[src/rtl/adc_conv_sequencer.sv]
// Timing master for the AD4003 deserializer array: shared CNVST/SCK/SDI sequencing,
// delayed-read valid strobe and configuration write frames for every channel.
module adc_conv_sequencer #(
  parameter int unsigned ADC_DATA_WIDTH = 18,
  parameter int unsigned CONV_CYCLES    = 26,
  parameter int unsigned PERIOD_CYCLES  = 80,
  parameter int unsigned READ_LAT       = 4,
  parameter int unsigned WR_BITS        = 16,
  parameter int unsigned TCQ            = 1
) (
  input  logic               adc_spi_clk,
  input  logic               rstn,
  input  logic               acq_en,
  input  logic               force_write,
  input  logic [WR_BITS-1:0] cfg_word,
  output logic               cnvst,
  output logic               sck_en,
  output logic               sdi,
  output logic               reader_en_sync,
  output logic               frame_start,
  output logic               data_valid,
  output logic [31:0]        sample_cnt,
  output logic               busy
);

  localparam int unsigned MaxPhase =
      (CONV_CYCLES > ADC_DATA_WIDTH) ?
      ((CONV_CYCLES > WR_BITS) ? CONV_CYCLES : WR_BITS) :
      ((ADC_DATA_WIDTH > WR_BITS) ? ADC_DATA_WIDTH : WR_BITS);
  localparam int unsigned StepW   = $clog2(MaxPhase + 1);
  localparam int unsigned PeriodW = $clog2(PERIOD_CYCLES + 1);

  if (PERIOD_CYCLES < CONV_CYCLES + ADC_DATA_WIDTH + READ_LAT + 1) begin : g_param_check
    $error("adc_conv_sequencer: PERIOD_CYCLES shorter than CONV + READ + READ_LAT + 1");
  end

  // Registers are modelled without clock-to-Q delay; the parameter is kept for instantiation.
  logic unused_tcq;
  assign unused_tcq = ^TCQ;

  typedef enum logic [2:0] {StIdle, StWrite, StConv, StRead, StWait} state_e;

  state_e               state_q, state_d;
  logic [StepW-1:0]     step_q, step_d;
  logic [PeriodW-1:0]   period_q, period_d;
  logic                 wr_pending_q, wr_pending_d;
  logic [WR_BITS-1:0]   cfg_q;
  logic [READ_LAT-1:0]  valid_pipe_q;
  logic                 wr_req, wr_load, go_write, go_conv, read_last;

  // A request arriving on the decision edge is honoured without waiting a cycle.
  assign wr_req    = wr_pending_q | force_write;
  assign read_last = (state_q == StRead) && (step_q == StepW'(ADC_DATA_WIDTH - 1));

  always_comb begin
    state_d      = state_q;
    step_d       = step_q + StepW'(1);
    period_d     = period_q + PeriodW'(1);
    wr_pending_d = wr_pending_q | force_write;
    wr_load      = 1'b0;
    go_write     = 1'b0;
    go_conv      = 1'b0;

    unique case (state_q)
      StIdle: begin
        if (wr_req) begin
          go_write = 1'b1;
        end else if (acq_en) begin
          go_conv = 1'b1;
        end
      end
      StWrite: begin
        if (step_q == StepW'(WR_BITS - 1)) begin
          if (acq_en) begin
            go_conv = 1'b1;
          end else begin
            state_d = StIdle;
          end
        end
      end
      StConv: begin
        if (step_q == StepW'(CONV_CYCLES - 1)) begin
          state_d = StRead;
          step_d  = '0;
        end
      end
      StRead: begin
        if (read_last) begin
          state_d = StWait;
        end
      end
      StWait: begin
        if (period_q == PeriodW'(PERIOD_CYCLES - 1)) begin
          if (wr_req) begin
            go_write = 1'b1;
          end else if (acq_en) begin
            go_conv = 1'b1;
          end else begin
            state_d = StIdle;
          end
        end
      end
      default: state_d = StIdle;
    endcase

    if (go_write) begin
      state_d      = StWrite;
      step_d       = '0;
      wr_pending_d = 1'b0;
      wr_load      = 1'b1;
    end
    if (go_conv) begin
      state_d  = StConv;
      step_d   = '0;
      period_d = '0;
    end
  end

  always_ff @(posedge adc_spi_clk) begin
    if (!rstn) begin
      state_q      <= StIdle;
      step_q       <= '0;
      period_q     <= '0;
      wr_pending_q <= 1'b0;
      cfg_q        <= '0;
      valid_pipe_q <= '0;
    end else begin
      state_q      <= state_d;
      step_q       <= step_d;
      period_q     <= period_d;
      wr_pending_q <= wr_pending_d;
      if (wr_load) begin
        cfg_q <= cfg_word;
      end else if (state_q == StWrite) begin
        cfg_q <= {cfg_q[WR_BITS-2:0], 1'b0};
      end
      // Delay pipe runs independently of the state so the strobe survives a state change.
      valid_pipe_q <= READ_LAT'({valid_pipe_q, read_last});
    end
  end

  always_ff @(posedge adc_spi_clk) begin
    if (!rstn) begin
      cnvst          <= 1'b0;
      sck_en         <= 1'b0;
      sdi            <= 1'b0;
      reader_en_sync <= 1'b0;
      frame_start    <= 1'b0;
      data_valid     <= 1'b0;
      sample_cnt     <= '0;
      busy           <= 1'b0;
    end else begin
      cnvst          <= (state_q == StConv);
      sck_en         <= (state_q == StWrite) || (state_q == StRead);
      sdi            <= (state_q == StWrite) && cfg_q[WR_BITS-1];
      reader_en_sync <= (state_q == StRead);
      frame_start    <= (state_q == StConv) && (step_q == '0);
      data_valid     <= valid_pipe_q[READ_LAT-1];
      busy           <= (state_q != StIdle);
      if (valid_pipe_q[READ_LAT-1]) begin
        sample_cnt <= sample_cnt + 32'd1;
      end
    end
  end

endmodule

[config.mk]
export PLATFORM = sky130hd
export DESIGN_NAME = adc_conv_sequencer
export DESIGN_NICKNAME = d
export VERILOG_FILES = /design/src/rtl/adc_conv_sequencer.sv
export SDC_FILE = /design/constraint.sdc
export NUM_CORES = 1
export LEC_CHECK = 0
export BUFFER_PORTS_ARGS = -buffer_cell sky130_fd_sc_hd__buf_2
export CAP_MARGIN = 20
export CORE_ASPECT_RATIO = 1.5
export CORE_UTILIZATION = 40
export CTS_BUF_LIST = sky130_fd_sc_hd__clkbuf_4 sky130_fd_sc_hd__clkbuf_8
export DETAILED_ROUTE_END_ITERATION = 6
export PLACE_DENSITY_LB_ADDON = 0.05
export SYNTH_ARGS = -nofsm -noshare
export SYNTH_HDL_FRONTEND = slang
export SYNTH_SLANG_ARGS = --single-unit
export TNS_END_PERCENT = 100
[constraint.sdc]
create_clock -name adc_spi_clk -period 2.8 [get_ports adc_spi_clk]
set_clock_uncertainty 0.05 [all_clocks]
set_input_delay 0.42 -clock adc_spi_clk [delete_from_list [all_inputs] [get_ports adc_spi_clk]]
set_output_delay 0.42 -clock adc_spi_clk [all_outputs]
set_load 0.01 [all_outputs]
Word level (Yosys, flattened, before mapping)

Cells that the tools add are included.

Bits in registers: 75
Bits of input ports: 20
Output and inout bits: 39
Word-level logic and storage cells: 83

Add/subtract/negate cells: 3
Eq/ne operators: 25
Mux-type cells: 22
Bitwise operators: 3
Reduce and logical (&&, ||, !) cells: 14

Operator list:

| kind                                                 | count |
|---|---|
| adder 32 x 1 -> 32 bit (second input constant)       | 1 |
| 2-to-1 mux 16 bit                                    | 2 |
| inequality test 4 bit (second input constant)        | 5 |
| 2-to-1 mux 3 bit                                     | 6 |
| inequality test 3 bit (second input constant)        | 6 |
| AND reduction 6 bit                                  | 3 |
| one-hot mux 3 bit (5 select lines)                   | 1 |
| inequality test 2 bit (second input constant)        | 6 |
| equality test 5 bit (second input constant)          | 2 |
| 2-to-1 mux 5 bit                                     | 2 |
| adder 7 x 1 -> 7 bit (second input constant)         | 1 |
| equality test 7 bit (second input constant)          | 1 |
| 2-to-1 mux 1 bit                                     | 7 |
| equality test 3 x 2 -> 1 bit (second input constant) | 2 |
| adder 5 x 1 -> 5 bit (second input constant)         | 1 |
| equality test 5 x 4 -> 1 bit (second input constant) | 1 |
| logical NOT 5 bit                                    | 1 |
| 2-to-1 mux 2 bit                                     | 2 |
| OR reduction 2 bit                                   | 2 |
| equality test 3 x 1 -> 1 bit (second input constant) | 1 |
| equality test 3 bit (second input constant)          | 1 |
| logical AND 1 bit                                    | 3 |
| logical NOT 3 bit                                    | 1 |
| one-hot mux 1 bit (3 select lines)                   | 1 |
| 7 further kinds                                      | 8 |

Logic depth before layout (Yosys ltp)

Gate-level depths: netlist of the first run.

Depth in word-level cells: 6
Mapped depth: 8
Depth with buffers taken out: 7

Least setup slack after synthesis of the first run

OpenSTA, ideal clock, no wires.

Path kind: reg-to-reg
Start point: register sample_cnt[0]
End point: register sample_cnt[26]
Setup time: 70 ps
Arrival: 2053 ps
Data required time: 2680 ps
Setup slack: 627 ps
Cell stages (with the launch flop): 6
Path buffers: 0
Period minus slack after synthesis: 2173 ps
Cells stage by stage: dfxtp_1 -> ha_1 -> nand3_2 -> or4_4 -> or4_1 -> a21oi_1

Cells in the longest elaborated chain, start to end: 1

Ends and longest elaborated chain:

| element                  | line | source |
|---|---|---|
| start: declaration       | 22   | `output logic [31:0] sample_cnt,` |
| start signal: assignment | 161  | `sample_cnt <= sample_cnt + 32'd1;` |
| adder 32 x 1 -> 32 bit   | 161  |  |

Every way passes these cells.
A chain may end at the register's enable or synchronous reset.

==> results.toml, run 1 <==
[grt]
grt_max_degree = 28
antenna_found_initial = 0
grt_pass1_wl_um = 12300
grt-ovfl-total = 0
grt_pass1_vias = 2721
grt_use_total_pct = 18.1

[floorplan]
rows = 40
initial_utilization_pct = 41.1
die_width_um = 76.1
dieArea_mm2 = 0.00860
placeableCoreArea_mm2 = 0.00801
die_height_um = 113
io_pins = 59

[worst_setup_path]
cpMostUsedCell = "or4_1"
crit_path_max_incr_delay_ns = 0.77
critPathSlowestCell = "or4_1"
required_ns = 3.02
critical-path-top-delay-family = "simple AND/OR/NAND/NOR gates"
arrival_ns = 2.57
path_buf_inv = 0
cp_max_fo = 17
crit_path_end_kind = "register"
startpoint = "valid_pipe_q[3]"
crit_type = "reg2reg"
crit_chain = "nand4_4 -> or4_1 -> or4_1 -> a21oi_1"
r2r-start = "valid_pipe_q[3]"
start_kind = "register"

[power_and_ir_drop]
vdd_drop_max_uv = 304
leakagePower_nw = 1.45
power_mw = 2.07
power_density_mw_per_mm2 = 540

[logic_synthesis]
syn_avg_cell_area_um2 = 8.97
synth_area_mm2 = 0.00329
synthDistinctLibCells = 43
yosysWarnings = 0
synth-seq-area-share_pct = 45.6
yosysTopAreaCell = "dfxtp_1"
synth_nets = 393
synthTopCellsByArea = "dfxtp_1 46%, mux2i_1 5.5%, nor3_1 4.3%"
synth_top_area_share_pct = 45.6
netlist_instances = 367
ys_seq_elements = 75

[clock_network]
ctsLongestPathBuffers = 2
cts_buffers = 9
clock_latency_ns = 0.34
cts_resized = 0
clk_pin_slew_ns = 0.07
clock_sinks = 75
holdBufCountCts = 0
cts_max_level = 3
cts_setup_buffers = 0
cts_tree = "yes"
root_buffer = "clkbuf_8"

[route]
drt_first_pass_iters = 6
dr.first_iter.drc_count = 123
detail-route-antenna-nets = 0
vias_per_cell = 5.36
via_count = 2824
wl_per_cell_um = 13.6
drc_errors = 0
wirelength_um = 7150

[placement]
io_buffer_count = 58
gp_congestion = 0.774
dp_hpwl_um = 4950
placed_area_mm2 = 0.00366

[sta]
rsz0062_at_grt = "no"
slew_headroom_pct = 57.6
period_minus_slack_ns = 2.35
tightest_slew_ns = 0.635
hold_viol_final = 0
post-route-period-util_pct = 84.1
fmax_mhz = 425
setup_tns_ns = 0
setup_viol = 0
drv_slew = 0
whs_ns = 0.281

[finish]
antenna_cells = 0
fin_area_mm2 = 0.00383
drive_gt1_share_pct = 19.9
final_cell_mix = "75 x dfxtp_1, 58 x buf_2, 28 x nor3_1"
final_common_cell = "dfxtp_1"
syn2layout_area_growth_pct = 16.5
n_fill_cell = 814
nets = 446

[run_status]
status = "finished, final reports clean"

[min_path]
hp-class = "in2reg"
hp-start = "cfg_word[0]"

[flow_run]
drv_cap = 0
[where the power goes]
part           total [mW]  leakage, nW  switching (mW)  internal [mW]
sequential           1.15        0.610          0.0330           1.12
clock               0.719       0.0857           0.357          0.362
combinational       0.201        0.757           0.113         0.0881
[state kept, by name (all words and copies together), names as in the netlist]
name	flops
busy	1
cfg_q	16
cnvst	1
data_valid	1
frame_start	1
period_q	7
reader_en_sync	1
sample_cnt	32
sck_en	1
sdi	1
state_q	3
step_q	5
valid_pipe_q	4
wr_pending_q	1
[cells by family (layout without fill, tap and decap cells)]
group | Yosys count | in the layout | synth area share, %
adders and majority gates | 6 | 6 | 2.28
xor gates and xnor gates | 17 | 17 | 4.52
DFF | 75 | 75 | 45.6
muxes | 18 | 18 | 5.48
and+or+nand+nor | 150 | 150 | 25.4
buffers and inverters | 34 | 89 | 4.11
AOI/OAI and AO/OA | 67 | 67 | 12.6
[final timing paths]
kind	end	slack, ns	cells after the start
setup / recovery	sample_cnt[27]	0.45	4
hold / removal	cfg_q[0]	0.28	3
setup reg to reg	sample_cnt[27]	0.45	4
hold reg to reg	valid_pipe_q[3]	0.39	1
[Yosys cell counts]
library cell,n
o21a_1,1
nor3b_1,3
or2_1,1
a31oi_1,1
mux2i_1,18
buf_1,3
o22ai_1,1
or3_1,9
and3_1,6
a21boi_1,1
nor3_1,28
or4_1,12
clkbuf_1,13
and2_1,5
xnor2_1,11
nand4_4,1
nor2b_1,1
o221ai_1,1
nand4_1,7
o21ai_1,1
a21o_1,1
or3b_2,2
ha_1,6
a21oi_1,22
o21ai_0,12
o31ai_1,9
nor2_1,26
nand3b_1,1
nand3_1,11
buf_2,6
or4_4,1
and4_1,4
or2_2,1
nand4b_1,1
nand2_1,20
nand3_2,1
a211oi_1,15
nor4_1,5
o211ai_1,2
inv_1,12
nand2b_1,4
dfxtp_1,75
xor2_1,6
[worst register-to-register path: stages (launching register included)]
cell	delay, ns
dfxtp_1	0.54
nand4_4	0.19
or4_1	0.77
or4_1	0.59
a21oi_1	0.15
[area by class of cell]
| type | instances | area [um2] | share of cell area (%) |
|---|---|---|---|
| Inverter | 12 | 45.0 | 1.18 |
| Sequential cell | 75 | 1500 | 39.2 |
| Multi-Input combinational cell | 258 | 1660 | 43.3 |
| Timing Repair Buffer | 64 | 335 | 8.75 |
| Tap cell | 105 | 131 | 3.43 |
| Clock buffer | 13 | 160 | 4.18 |
[through the flow]
stage          worst slack, ns  instances  util [%]
4_1_cts                  0.416        526      47.8
5_1_grt                  0.262        527      47.9
2_1_floorplan            0.627        367         -
3_3_place_gp             0.507        513      45.8
3_5_place_dp             0.432        513      45.8
6_report                 0.446        527      47.9
[layer usage]
| metal | wire, um | vias up | track usage (%) |
|---|---|---|---|
| met2 | 3630 | 50 | 32.2 |
| met5 | 0 | - | 0 |
| li1 | - | 1432 | - |
| met4 | 122 | 0 | 8.72 |
| met1 | 3120 | 1332 | 20.0 |
| met3 | 269 | 10 | 4.76 |
No activity file was read; power rests on OpenSTA's default activity.
==> run 2: changes to the inputs <==
ABC_AREA = 1   (was unset)
clock period = 2.4 ns   (was 2.8 ns; I/O delays follow)
==> results.toml, run 2 <==
[clock_network]
root_buffer = "clkbuf_8"
clock_sinks = 75
ctsLongestPathBuffers = 2
clock_latency_ns = 0.35
cts_resized = 0
cts_max_level = 3
cts_tree = "yes"
clk_pin_slew_ns = 0.07
holdBufCountCts = 0
cts_buffers = 9
cts_setup_buffers = 0

[power_and_ir_drop]
leakagePower_nw = 1.83
vdd_drop_max_uv = 368
power_density_mw_per_mm2 = 798

[floorplan]
io_pins = 59
placeableCoreArea_mm2 = 0.00883
initial_utilization_pct = 41.3
die_width_um = 79.9
die_height_um = 119
dieArea_mm2 = 0.00950
rows = 42

[finish]
drive_gt1_share_pct = 20.1
n_fill_cell = 911
antenna_cells = 0
nets = 598
syn2layout_area_growth_pct = 15.5
seq_area_mm2 = 0.00150
largest_register_ffs = 32
top_regs = "sample_cnt (32), cfg_q (16), period_q (7)"
top_register = "sample_cnt"
fin_area_mm2 = 0.00421
final_cell_mix = "93 x nand2_1, 76 x nor2_1, 75 x dfxtp_1"
multi_input_area_mm2 = 0.00180
final_common_cell = "nand2_1"

[logic_synthesis]
yosys-top-cells-count = "93 x nand2_1, 76 x nor2_1, 75 x dfxtp_1"
synth-seq-area-share_pct = 41.2
netlist_instances = 513
syn_avg_cell_area_um2 = 7.10
synthArstFlopShare_pct = 0
synth_top_area_share_pct = 41.2
yosysWarnings = 0
synthDistinctLibCells = 34
synth-edff-count = 0
synth_area_mm2 = 0.00364
yosysTopAreaCell = "dfxtp_1"
synth_nets = 539
ys_seq_elements = 75
ys.flop_type = "dfxtp_1"
synth.most_common_cell = "nand2_1"
synthTopCellsByArea = "dfxtp_1 41%, nand2_1 9.6%, nor2_1 7.8%"

[worst_setup_path]
arrival_ns = 1.95
cp_max_fo = 19
crit_path_end_kind = "register"
crit_type = "reg2reg"
start_kind = "register"
required_ns = 2.58

[grt]
grt-ovfl-total = 0
grt_pass1_vias = 3157
grt_max_degree = 40
antenna_found_initial = 0
grt_use_total_pct = 19.6
grt_pass1_wl_um = 14400

[sta]
rsz0062_at_grt = "no"
post-route-period-util_pct = 73.8
slew_headroom_pct = 65.8
fmax_mhz = 564
tightest_slew_ns = 0.513
whs_ns = 0.180
setup_tns_ns = 0
hold_viol_final = 0
setup_viol = 0
period_minus_slack_ns = 1.77
drv_slew = 0

[min_path]
hp-class = "in2reg"

[route]
drc_errors = 0
drt_first_pass_iters = 4
vias_per_cell = 4.82
dr.first_iter.drc_count = 133
wirelength_um = 8470
detail-route-antenna-nets = 0
via_count = 3309
wl_per_cell_um = 12.3

[placement]
gp_congestion = 0.816
placed_area_mm2 = 0.00402
dp_hpwl_um = 6210
io_buffer_count = 58

[flow_run]
drv_cap = 0

[run_status]
status = "finished, final reports clean"
run 2: final cells by class:
class / instances / share of cell area [%]
Clock buffer: 10 / 3.27
Clock inverter: 6 / 1.31
Inverter: 71 / 6.39
Multi-Input combinational cell: 355 / 42.8
Sequential cell: 75 / 35.7
Tap cell: 110 / 3.27
Timing Repair Buffer: 60 / 7.26
run 2: layer usage:
layer	track usage, %	wire [um]
met1	22.2	3630
met2	34.1	4310
met3	3.98	290
met4	9.82	237
met5	0	0
run 2: kinds of logic after synthesis:
logic type	after synthesis	synth area share, %
simple gates	254	33.1
buf+inv	83	9.34
compound gates	86	12.1
flops	75	41.2
xor+xnor	9	2.16
fa+ha+maj	6	2.06
run 2: metrics by stage:
step / util, % / std cells / power, mW / setup slack (ns)
floorplan: - / 513 / 2.28 / 0.822
global placement: 45.5 / 671 / 2.42 / 0.675
detailed placement: 45.5 / 671 / 2.42 / 0.615
CTS: 47.7 / 687 / 3.40 / 0.612
global route: 47.7 / 687 / 3.61 / 0.436
finish: 47.7 / 687 / 3.36 / 0.628
run 2: worst paths after layout:
kind | from | endpoint | slack (ns) | cells after the start
hold reg to reg | valid_pipe_q[0] | valid_pipe_q[1] | 0.37 | 2
setup / recovery | period_q[0] | step_q[4] | 0.63 | 8
setup reg to reg | period_q[0] | step_q[4] | 0.63 | 8
hold / removal | cfg_word[4] | cfg_q[4] | 0.18 | 3
run 2: worst max-delay path, cell delays in order (launching register included):
cell and delay [ns]:
dfxtp_1 0.35, ha_1 0.20, nand3_1 0.11, nor2_2 0.21
nand3_4 0.25, nand2_8 0.23, nor2_4 0.04, nand2_2 0.15
nor3_1 0.06
run 2: where the power goes:
group	switching, mW	leakage, nW	internal [mW]	total (mW)
registers	0.0935	0.610	1.42	1.51
clock network	0.465	0.106	0.500	0.964
logic	0.580	1.11	0.303	0.883
==> run 3: changes to the inputs <==
clock period = 1.46 ns   (was 2.4 ns; I/O delays follow)
==> results.toml, run 3 (synthesized netlist as in run 2, its figures left out) <==
[worst_setup_path]
cp-endpoint = "state_q[2]"
startpoint = "step_q[0]"
crit_chain = "ha_4 -> nand2_4 -> nor2_4 -> ha_4 -> inv_2 -> nand4_1 -> nand2_1 -> nor2_2 -> nand3_1 -> nand2_1 -> a21oi_1"
crit_path_end_kind = "register"
critPathSlowestCell = "dfxtp_4"
crit_type = "reg2reg"
rr_endpoint = "state_q[2]"
r2r-start = "step_q[0]"
worstRegToRegCells = 11
crit_path_max_incr_delay_ns = 0.37
start_kind = "register"
required_ns = 1.66
arrival_ns = 1.70
cp_max_fo = 2
r2r_setup_slack_ns = -0.05

[route]
wl_per_cell_um = 13.2
drc_errors = 0
via_count = 3695
detail-route-antenna-nets = 0
wirelength_um = 9980
dr.first_iter.drc_count = 128
drt_first_pass_iters = 4
vias_per_cell = 4.89

[floorplan]
rows = 42
dieArea_mm2 = 0.00950
die_width_um = 79.9
placeableCoreArea_mm2 = 0.00883
io_pins = 59
initial_utilization_pct = 41.3
die_height_um = 119

[placement]
gp_congestion = 0.865
dp_hpwl_um = 7230
placed_area_mm2 = 0.00452
io_buffer_count = 58

[finish]
final_common_cell = "nand2_1"
largest_register_ffs = 32
final_cell_mix = "83 x nand2_1, 65 x nor2_1, 61 x dfxtp_1"
nets = 667
top_regs = "sample_cnt (32), cfg_q (16), period_q (7)"
top_register = "sample_cnt"
syn2layout_area_growth_pct = 40.4
fin_area_mm2 = 0.00511
antenna_cells = 0
drive_gt1_share_pct = 39.0

[grt]
grt_pass1_vias = 3574
top_usage_layer = "met2"
antenna_found_initial = 0
grtUsageMet1_pct = 22.9
grt_max_degree = 40
use_met3_pct = 4.60
grt.met2_usage_pct = 39.9
grt_use_total_pct = 22.1
grt_pass1_wl_um = 16000
grt-ovfl-total = 0

[power_and_ir_drop]
pwr-share-seq_pct = 39.9
p_int_mw = 4.05
vdd_drop_max_uv = 752
power_density_mw_per_mm2 = 1220
comb_power_share_pct = 33.2
power_switching_share_pct = 34.8
p_sw_mw = 2.16
leakagePower_nw = 2.26
pwr-share-clk_pct = 26.8
power_mw = 6.21

[sta]
setup_tns_ns = -0.385
drv_slew = 0
setup_viol = 19
slew_headroom_pct = 65.1
hold_viol_final = 0
fmax_mhz = 663
worst_slack_ns = -0.0479
whs_ns = 0.0132
rsz0062_at_grt = "yes"
period_minus_slack_ns = 1.51
post-route-period-util_pct = 103
tightest_slew_ns = 0.524

[clock_network]
cts_max_level = 3
ctsLongestPathBuffers = 2
holdBufCountCts = 0
clk_pin_slew_ns = 0.08
cts_buffers = 9
cts_tree = "yes"
clock_sinks = 75
root_buffer = "clkbuf_8"
clock_latency_ns = 0.36

[min_path]
hp-class = "in2reg"

[run_status]
status = "complete, but fails checks"
violations = "setup timing"

[flow_run]
drv_cap = 0
-- run 3: layer usage --
layer  wire length (um)  part of all wire [%]
met2               5500                    55
met5                  0                     0
met1               3810                    38
met4                367                   3.7
met3                310                   3.1
-- run 3: how the worst min path moves through the flow --
stage               startpoint               to  slack, ns  cells after the start
3_3_place_gp   valid_pipe_q[1]  valid_pipe_q[2]       0.34                      2
6_report           cfg_word[1]         cfg_q[1]       0.01                      3
2_1_floorplan      cfg_word[1]         cfg_q[1]       0.30                      2
4_1_cts            cfg_word[9]         cfg_q[9]      0.007                      3
3_5_place_dp   valid_pipe_q[0]  valid_pipe_q[1]       0.35                      2
5_1_grt            cfg_word[1]         cfg_q[1]      0.005                      3
-- run 3: area by class of cell --
type | instances | area, um2
Clock buffer | 12 | 153
Clock inverter | 4 | 48.8
Fill cell | 886 | 3710
Inverter | 71 | 269
Multi-Input combinational cell | 357 | 2120
Sequential cell | 75 | 1530
Tap cell | 110 | 138
Timing Repair Buffer | 127 | 855
-- run 3: repair_timing --
action                                  CTS  global route
cloned                                    2             0
gates resized for setup                  27            70
buffers inserted                          3             5
hold endpoints to repair                  0             0
pin swaps                                20            33
endpoints found under the setup margin   41            53
-- run 3: critical path: cells and delay by family (launching register included) --
kind | cells | cell delay (ns)
DFF | 1 | 0.37
AOI/OAI and AO/OA | 1 | 0.05
buffers and inverters | 1 | 0.03
adders and majority gates | 2 | 0.30
and+or+nand+nor | 7 | 0.59
-- run 3: power groups by stage --
stage               registers [mW]  logic, mW  clock network (mW)
floorplan                     2.52       1.22                   0
finish                        2.48       2.06                1.67
global placement              2.49       1.76                   0
global route                  2.51       2.28                1.82
detailed placement            2.50       1.76                   0
CTS                           2.47       1.82                1.72
-- run 3: per-stage QoR --
step                      util (%)  worst slack (ns)  cells
after floorplan                  -           -0.0214    513
after global placement        51.2           -0.0479    731
after detailed placement      51.2            -0.102    731
after CTS                     54.9           -0.0255    752
after global routing          57.9            -0.139    756
final                         57.9           -0.0479    756
